**config.mk**
```make
export PLATFORM = sky130hd
export DESIGN_NAME = msk_and_hpc2_pipe_flat
export DESIGN_NICKNAME = d
export VERILOG_FILES = /design/src/rtl/msk_and_hpc2_pipe_pkg.sv /design/src/rtl/msk_and_hpc2_pipe_if.sv /design/src/rtl/msk_and_hpc2_pipe_lane.sv /design/src/rtl/msk_and_hpc2_pipe.sv /design/src/flat_wrapper.sv
export SDC_FILE = /design/constraint.sdc
export NUM_CORES = 1
export LEC_CHECK = 0
export CORE_AREA = 8 8 45 47
export CTS_BUF_LIST = sky130_fd_sc_hd__clkbuf_8
export CTS_CLUSTER_SIZE = 12
export DETAILED_ROUTE_END_ITERATION = 8
export DIE_AREA = 0 0 53 55
export DONT_BUFFER_PORTS = 1
export GPL_TIMING_DRIVEN = 0
export PLACE_DENSITY = 0.58
export SYNTH_ARGS = -nofsm -noshare
export SYNTH_HDL_FRONTEND = slang
export SYNTH_SLANG_ARGS = --single-unit
```
**constraint.sdc**
```tcl
create_clock -name clk -period 1.6 [get_ports clk]
set_clock_uncertainty 0.15 [all_clocks]
set_input_delay 0.24 -clock clk [delete_from_list [all_inputs] [get_ports clk]]
set_output_delay 0.24 -clock clk [all_outputs]
set_load 0.01 [all_outputs]
```
**src/rtl/msk_and_hpc2_pipe_pkg.sv**
```systemverilog
// Shared helpers for the vectorised HPC2 masked AND: randomness sizing,
// share-pair indexing and the stage-valid record used by the pipeline control.
package msk_hpc2_pkg;

  typedef struct packed {
    logic vA;
    logic vB;
  } stage_valid_t;

  function automatic int hpc2rnd(input int d);
    return d * (d - 1) / 2;
  endfunction

  // Index of the random bit shared by shares i<j inside one lane's slice.
  function automatic int pair_idx(input int i, input int j, input int d);
    return i * d - i * (i + 1) / 2 + (j - 1 - i);
  endfunction

endpackage

```
**src/rtl/msk_and_hpc2_pipe_if.sv**
```systemverilog
// Producer/consumer bundle for the masked AND pipeline: both operand sharings,
// fresh randomness and the input/output handshakes.
interface msk_and_hpc2_pipe_if #(
  parameter int D = 2,
  parameter int W = 1
);
  logic [W*D-1:0]                        ina;
  logic [W*D-1:0]                        inb;
  logic [W*msk_hpc2_pkg::hpc2rnd(D)-1:0] rnd;
  logic                                  rnd_valid;
  logic                                  in_valid;
  logic                                  in_ready;
  logic                                  rnd_ready;
  logic [W*D-1:0]                        out;
  logic                                  out_valid;
  logic                                  out_ready;

  modport master (
    output ina, inb, rnd, rnd_valid, in_valid, out_ready,
    input  in_ready, rnd_ready, out, out_valid
  );

  modport slave (
    input  ina, inb, rnd, rnd_valid, in_valid, out_ready,
    output in_ready, rnd_ready, out, out_valid
  );
endinterface

```
**src/rtl/msk_and_hpc2_pipe_lane.sv**
```systemverilog
// One bit-lane of the HPC2 masked AND: stage-A/B share registers with explicit
// load enables, and the per-share XOR tree reading stage B only.
module msk_hpc2_lane
  import msk_hpc2_pkg::*;
#(
  parameter int D          = 2,
  parameter int CROSS_ONLY = 1
) (
  input  logic                  clk,
  input  logic                  rst_n,
  input  logic                  ldA_i,
  input  logic                  ldB_i,
  input  logic [D-1:0]          ina_i,
  input  logic [D-1:0]          inb_i,
  input  logic [hpc2rnd(D)-1:0] rnd_i,
  output logic [D-1:0]          out_o
);

  localparam int R  = hpc2rnd(D);
  localparam int NP = D * (D - 1);

  logic [D-1:0]  ina_q;
  logic [R-1:0]  r_q;
  logic [NP-1:0] v_d, v_q;
  logic [NP-1:0] u_d, u_q;
  logic [NP-1:0] w_d, w_q;
  logic [D-1:0]  sTerm;

  // Ordered pair (i,j), i!=j, lives at O; share i owns the D-1 bits starting at i*(D-1).
  for (genvar i = 0; i < D; i++) begin : g_share
    for (genvar j = 0; j < D; j++) begin : g_peer
      if (i != j) begin : g_pair
        localparam int O = i * (D - 1) + ((j < i) ? j : j - 1);
        localparam int P = (i < j) ? pair_idx(i, j, D) : pair_idx(j, i, D);
        assign v_d[O] = inb_i[j] ^ rnd_i[P];
        assign u_d[O] = ~ina_q[i] & r_q[P];
        assign w_d[O] = ina_q[i] & v_q[O];
      end
    end
    assign out_o[i] = ^(u_q[i*(D-1) +: D-1] | w_q[i*(D-1) +: D-1]) ^ sTerm[i];
  end

  always_ff @(posedge clk or negedge rst_n) begin
    if (!rst_n) begin
      ina_q <= '0;
      r_q   <= '0;
      v_q   <= '0;
    end else if (ldA_i) begin
      ina_q <= ina_i;
      r_q   <= rnd_i;
      v_q   <= v_d;
    end
  end

  always_ff @(posedge clk or negedge rst_n) begin
    if (!rst_n) begin
      u_q <= '0;
      w_q <= '0;
    end else if (ldB_i) begin
      u_q <= u_d;
      w_q <= w_d;
    end
  end

  if (CROSS_ONLY == 0) begin : g_full
    logic [D-1:0] inb_q;
    logic [D-1:0] s_d, s_q;

    assign s_d   = ina_q & inb_q;
    assign sTerm = s_q;

    always_ff @(posedge clk or negedge rst_n) begin
      if (!rst_n) begin
        inb_q <= '0;
      end else if (ldA_i) begin
        inb_q <= inb_i;
      end
    end

    always_ff @(posedge clk or negedge rst_n) begin
      if (!rst_n) begin
        s_q <= '0;
      end else if (ldB_i) begin
        s_q <= s_d;
      end
    end
  end else begin : g_cross
    assign sTerm = '0;
  end

endmodule

```
**src/rtl/msk_and_hpc2_pipe.sv**
```systemverilog
// Elastic two-stage HPC2 masked AND over W lanes of D shares: valid/ready
// control shared by all lanes, which hold the masked datapath.
module msk_and_hpc2_pipe
  import msk_hpc2_pkg::*;
#(
  parameter int D          = 2,
  parameter int W          = 1,
  parameter int CROSS_ONLY = 1
) (
  input logic                 clk,
  input logic                 rst_n,
  msk_and_hpc2_pipe_if.slave  bus
);

  localparam int R = hpc2rnd(D);

  stage_valid_t   valid_d, valid_q;
  logic           bLoad;
  logic           aLoad;
  logic           acc;
  logic           ldB;
  logic [W*D-1:0] outAll;

  assign bLoad = !valid_q.vB | bus.out_ready;
  assign aLoad = !valid_q.vA | bLoad;
  // Reset is folded in so randomness is never reported consumed while held in reset.
  assign acc   = bus.in_valid & bus.rnd_valid & aLoad & rst_n;
  assign ldB   = valid_q.vA & bLoad;

  assign bus.in_ready  = aLoad;
  assign bus.rnd_ready = acc;
  assign bus.out_valid = valid_q.vB;
  assign bus.out       = outAll;

  always_comb begin
    valid_d = valid_q;
    if (bLoad) begin
      valid_d.vB = valid_q.vA;
    end
    if (aLoad) begin
      valid_d.vA = acc;
    end
  end

  always_ff @(posedge clk or negedge rst_n) begin
    if (!rst_n) begin
      valid_q <= '0;
    end else begin
      valid_q <= valid_d;
    end
  end

  for (genvar l = 0; l < W; l++) begin : g_lane
    msk_hpc2_lane #(
      .D          (D),
      .CROSS_ONLY (CROSS_ONLY)
    ) u_lane (
      .clk   (clk),
      .rst_n (rst_n),
      .ldA_i (acc),
      .ldB_i (ldB),
      .ina_i (bus.ina[l*D +: D]),
      .inb_i (bus.inb[l*D +: D]),
      .rnd_i (bus.rnd[l*R +: R]),
      .out_o (outAll[l*D +: D])
    );
  end

endmodule

```
**src/flat_wrapper.sv**
```systemverilog
// flat-port wrapper written by rule: the top's interface ports become plain ports
module msk_and_hpc2_pipe_flat import msk_hpc2_pkg::*;
#(
  parameter int D          = 2,
  parameter int W          = 1,
  parameter int CROSS_ONLY = 1
)
  (clk, rst_n, bus_ina, bus_inb, bus_rnd, bus_rnd_valid, bus_in_valid, bus_out_ready, bus_in_ready, bus_rnd_ready, bus_out, bus_out_valid);
  msk_and_hpc2_pipe_if #(.D(D), .W(W)) bus_i ();
  input logic clk;
  input logic rst_n;
  input wire logic [$bits(bus_i.ina)-1:0] bus_ina;
  input wire logic [$bits(bus_i.inb)-1:0] bus_inb;
  input wire logic [$bits(bus_i.rnd)-1:0] bus_rnd;
  input wire logic [$bits(bus_i.rnd_valid)-1:0] bus_rnd_valid;
  input wire logic [$bits(bus_i.in_valid)-1:0] bus_in_valid;
  input wire logic [$bits(bus_i.out_ready)-1:0] bus_out_ready;
  output wire logic [$bits(bus_i.in_ready)-1:0] bus_in_ready;
  output wire logic [$bits(bus_i.rnd_ready)-1:0] bus_rnd_ready;
  output wire logic [$bits(bus_i.out)-1:0] bus_out;
  output wire logic [$bits(bus_i.out_valid)-1:0] bus_out_valid;
  assign bus_i.ina = bus_ina;
  assign bus_i.inb = bus_inb;
  assign bus_i.rnd = bus_rnd;
  assign bus_i.rnd_valid = bus_rnd_valid;
  assign bus_i.in_valid = bus_in_valid;
  assign bus_i.out_ready = bus_out_ready;
  assign bus_in_ready = bus_i.in_ready;
  assign bus_rnd_ready = bus_i.rnd_ready;
  assign bus_out = bus_i.out;
  assign bus_out_valid = bus_i.out_valid;
  msk_and_hpc2_pipe #(.D(D), .W(W), .CROSS_ONLY(CROSS_ONLY)) u_core (.clk(clk), .rst_n(rst_n), .bus(bus_i));
endmodule
```
---- Yosys cells after proc, flatten, opt, wreduce, memory -nomap -nowiden ----
Cells that the tools add are included.
storage, ports and cells
  register bits after elaboration ......... 11
  input bits .............................. 10
  output and inout bits ................... 5
  logic and storage cells ................. 25
operators by class
  bitwise gates (word level) .............. 16
  reductions and logical operators ........ 2
operators with widths
  cell               count
  1-bit AND          8
  1-bit bitwise OR   4
  1-bit zero test    2
  1-bit inverter     2
  1-bit bitwise XOR  2

---- Longest topological paths before layout ----
  depth after elaboration ................. 5
  depth in mapped cells ................... 4

---- By module ----
Synthesis repeated with hierarchy kept, for this count alone.
unflattened totals
  cells, all modules ...................... 42
  area total of the unflattened synthesis .. 495.5 um^2
modules (own cells, without submodules)
  module             instances  cells an instance  area an instance (um^2)  seq. area each (um^2)
  msk_hpc2_lane      1          33                 384.1                    225.2
  msk_and_hpc2_pipe  1          9                  111.4                    50.0

---- Worst setup path before layout ----
No wires, ideal clock.
  path type ............................... register to register
  from .................................... register u_core.valid_q (netlist bit u_core.bus.out_valid)
  to ...................................... register u_core.g_lane[0].u_lane.ina_q[0]
  arrival time ............................ 1.130 ns
  data required time ...................... 1.325 ns
  setup slack ............................. 0.195 ns
  stages on the path, launching flop included .. 5
  path buffers ............................ 1
  clock period less this slack ............ 1.405 ns
  cells stage by stage .................... dfrtp_1 nand3b_2 nor2b_4 buf_6 mux2_4
on the way
  longest elaborated chain between the ends .. 5
ends and longest elaborated chain
  what                     line                          text
  start, declared          msk_and_hpc2_pipe.sv:17       stage_valid_t valid_d, valid_q;
  start signal, assigned   msk_and_hpc2_pipe.sv:49       valid_q <= valid_d;
  1-bit zero test          msk_and_hpc2_pipe.sv:24       assign bLoad = !valid_q.vB | bus.out_ready;
  1-bit bitwise OR         msk_and_hpc2_pipe.sv:24
  1-bit bitwise OR         msk_and_hpc2_pipe.sv:25       assign aLoad = !valid_q.vA | bLoad;
  named net bus_in_ready   flat_wrapper.sv:18            output wire logic [$bits(bus_i.in_ready)-1:0] bus_in_ready;
  1-bit AND (2 in a row)   msk_and_hpc2_pipe.sv:27       assign acc = bus.in_valid & bus.rnd_valid & aLoad & rst_n;
  named net bus_rnd_ready  flat_wrapper.sv:19            output wire logic [$bits(bus_i.rnd_ready)-1:0] bus_rnd_ready;
  end signal, assigned     msk_and_hpc2_pipe_lane.sv:49  ina_q <= ina_i;
  end, declared            msk_and_hpc2_pipe_lane.sv:22  logic [D-1:0] ina_q;
The timed path passes the listed nets, and every way through them passes these cells.
A chain may end at the register's enable or synchronous reset.

---- Worst setup path in the final report ----
  from .................................... register u_core.valid_q (netlist bit u_core.bus.out_valid)
  to ...................................... output port bus_rnd_ready
on the way
  longest elaborated chain between the ends .. 5
ends and longest elaborated chain
  what                    line
  1-bit zero test         msk_and_hpc2_pipe.sv:24
  1-bit bitwise OR        msk_and_hpc2_pipe.sv:24
  1-bit bitwise OR        msk_and_hpc2_pipe.sv:25
  named net bus_in_ready  flat_wrapper.sv:18
  1-bit AND (2 in a row)  msk_and_hpc2_pipe.sv:27
  end, declared           flat_wrapper.sv:19
The timed path passes the listed nets, and every way through them passes these cells.

==> results.md <==
- Power per cell area: approximately 1300 mW/mm²
- Post-synth top area share: a little over half
- FP Rows: 14
- CP max-delay cell: dfrtp_1
- Sequential area share after synthesis: a little over half
- DP Area: roughly 530 µm²
- Dpl cells: 52
- Worst Hold Depth: 1
- Vias: approximately 290
- Crit-path max FO: 6
- Critical-path cell list: nand3b_2, nor2b_4, buf_6
- Antenna violations before repair: 0
- CP delay by family, top: flip-flops
- DIE AREA: approximately 0.0029 mm²
- Fmax: between 600 and 700 MHz
- Routed WL: 859 µm
- Worst-Skew Late Latency: around 240 ps
- Hold slack: 10.0 ps
- Yosys top cell by area: dfrtp_1
- Max_slew headroom: about two thirds
- Worst setup SP type: flip-flop
- Final period util: a little over nine tenths
- # IOs: 15
- CTS tree: yes
- Multiplexer share of the synthesized area: 19.2%
- DIE WIDTH: between 50 and 60 µm
- Hold Path Origin: bus_ina[1]
- Share of layout cells above drive strength 1: 39.5%
- Clk pwr share: 33.8%
- Largest family of logic cells by synthesized area: multiplexers
- CTS Buf Count: 3
- Nets: between 50 and 60
- Setup Fix Bufs, Post-CTS: 0
- Critical Path AT: 1150 ps
- Lkg Pwr: approximately 0.30 nW
- Final Cell Area: ~600 µm²
- Port Buf Inserts: 0
- Cell Int Power: approximately 0.0006 W
- Avg Cell Area, Syn: 14.1 µm²
- Largest net degree at the start of global routing: 12
- First-pass GRT wire length: between 1500 and 2000 µm
- Mapped Cells: 36
- Cts hold-fix bufs: 3
- Syn Nets: 46
- WS Path Type: reg2out
- Worst-Margin Slew: about 480 ps
- Yosys cell types: 14
- Post-synthesis adder-cell area fraction: 0%
- Seq cells post-synth: 11
- CP Data Required Time: between 1000 and 1500 ps
- Post-DR vias/cell: just under 5
- H-tree levels: 1
- Pins over their slew limit: 0
- Routability Congestion: ~0.74
- DP Wirelength: 676 µm
- Post-Synth XOR/XNOR Area: about 3.4%
- Status: finished clean
- Grt ovf: 0
- Vias in the first global route: around 340
- Synth Area in Simple Gates: ~17%
- Core box area: approximately 0.0014 mm²
- P_sw: between 0.00015 and 0.0002 W
- Starting density of the core: a little under two fifths
- Final setup TNS: 0 ps
- Post-CTS sizing: 0
- Layout Cells excl Fill: 59
- Drt wl/cell: roughly 15 µm
- Sequential Power Share: roughly 48%
- Max-cap viol count: 0
- Buf+Inv Stages, Crit Path: 1
- Area Growth Syn to Fin: 18.7%
- Count of final setup violators: 0
- Final-report hold violation count: 0
- Ranking of synthesized cells by area: dfrtp_1, mux2_4, mux2_2, a21bo_2, xor2_1
- RSZ-0062 raised after global routing: false
- Sw frac: 23.5%
- Max incr delay on CP: around 440 ps
- Comb power frac: 18.3%
- CTS Sinks: 11
- Worst min path class: in2reg
- Worst vdd ir: around 0.00049 V
- Gr usage total: under 10%
- Detailed-route DRC error count: 0
- Clock root cell: clkbuf_8
- DR iter-0 viols: 0
- FF-to-FF Start: u_core.bus.out_valid
- Post-route ant nets: 0
- Synth Area in Compound Gates: 3.93%
- Reg2reg path depth: 4
- Yosys Warn Count: 0
- Worst Setup End Kind: output pin
- Reg-to-Reg End: u_core.g_lane[0].u_lane.ina_q[1]
- CTS Buffer Depth: 2
- Mapped cell area: between 500 and 600 µm²
- Total Power: 0.000783 W
- ANT cells: 0
- Tmin final: ~1500 ps
- Hold Path End: u_core.g_lane[0].u_lane.ina_q[1]
- Reg clk slew, reported paths: about 50 ps
- Detailed Routing Iterations Pass 1: 1
- Reg2reg setup slack: roughly 110 ps
- Die height: between 50 and 60 µm
cell usage after synthesis, drive strengths merged:
cell type,instances
nand4,2
nand3b,1
dfrtp,11
nand3,1
xor2,2
nand2b,2
or2,2
mux2,7
a21bo,2
nand2,2
buf,1
nor2b,3
layout make-up:
type	count	area, µm²
Clock buffer	3	41.3
Tap cell	16	20.0
Buffer	1	11.3
Timing Repair Buffer	3	30.0
Sequential cell	11	275
Fill cell	126	779
Multi-Input combinational cell	24	223
Clock inverter	1	3.75
layout by cell type (no fill, tap or decap):
master / count
dfrtp_1: 11
mux2_4: 5
clkbuf_8: 3
dlygate4sd3_1: 3
or2_2: 2
xor2_1: 2
nand2b_1: 2
nand2_1: 2
nand4_1: 2
a21bo_2: 2
nor2b_1: 2
mux2_2: 2
nand3b_2: 1
nand3_1: 1
nor2b_4: 1
buf_6: 1
inv_1: 1
per-layer routing:
layer,track usage (%),share of wire (%),vias up
met2,11.3,47,10
met5,0,0,-
met1,7.48,41,138
met4,6.47,1.9,0
li1,-,-,137
met3,3.74,10,2
power by group through the flow:
stage	Sequential [W]	Combinational [W]	Clock, W
after floorplan	0.000368	0.000125	0
after global placement	0.000378	0.000134	0
after detailed placement	0.000381	0.000136	0
after CTS	0.000376	0.000148	0.000275
after global routing	0.000383	0.000163	0.000289
final	0.000375	0.000143	0.000265
flip-flops by register name, summed over array words and instances, names as in the netlist:
name,flops
u_core.g_lane.u_lane.u_q,2
u_core.g_lane.u_lane.v_q,2
u_core.valid_q,1
u_core.bus.out_valid,1
u_core.g_lane.u_lane.ina_q,2
u_core.g_lane.u_lane.w_q,2
u_core.g_lane.u_lane.r_q,1
how the worst max path moves through the flow:
stage | cells after the start | to | start | slack (ps)
4_1_cts | 3 | bus_rnd_ready | u_core.bus.out_valid | 40
3_5_place_dp | 4 | u_core.g_lane[0].u_lane.ina_q[1] | u_core.bus.out_valid | 110
5_1_grt | 3 | bus_rnd_ready | u_core.bus.out_valid | 0.9
6_report | 3 | bus_rnd_ready | u_core.bus.out_valid | 60
2_1_floorplan | 4 | u_core.g_lane[0].u_lane.ina_q[0] | u_core.bus.out_valid | 200
3_3_place_gp | 4 | u_core.g_lane[0].u_lane.ina_q[0] | u_core.bus.out_valid | 130
stage by stage:
stage	utilization (%)	setup WS, ps
floorplan	-	195
global placement	38.2	130
detailed placement	38.2	109
CTS	43.7	38.5
global route	43.7	0.906
finish	43.7	58.5
kinds of logic (layout without fill, tap and decap cells):
kind of cell	after synthesis	in the layout
buf+inv	1	8
mux	7	7
xor+xnor	2	2
simple gates	13	13
compound gates	2	2
flops	11	11
Note: power is estimated with default switching activity, not from simulation.
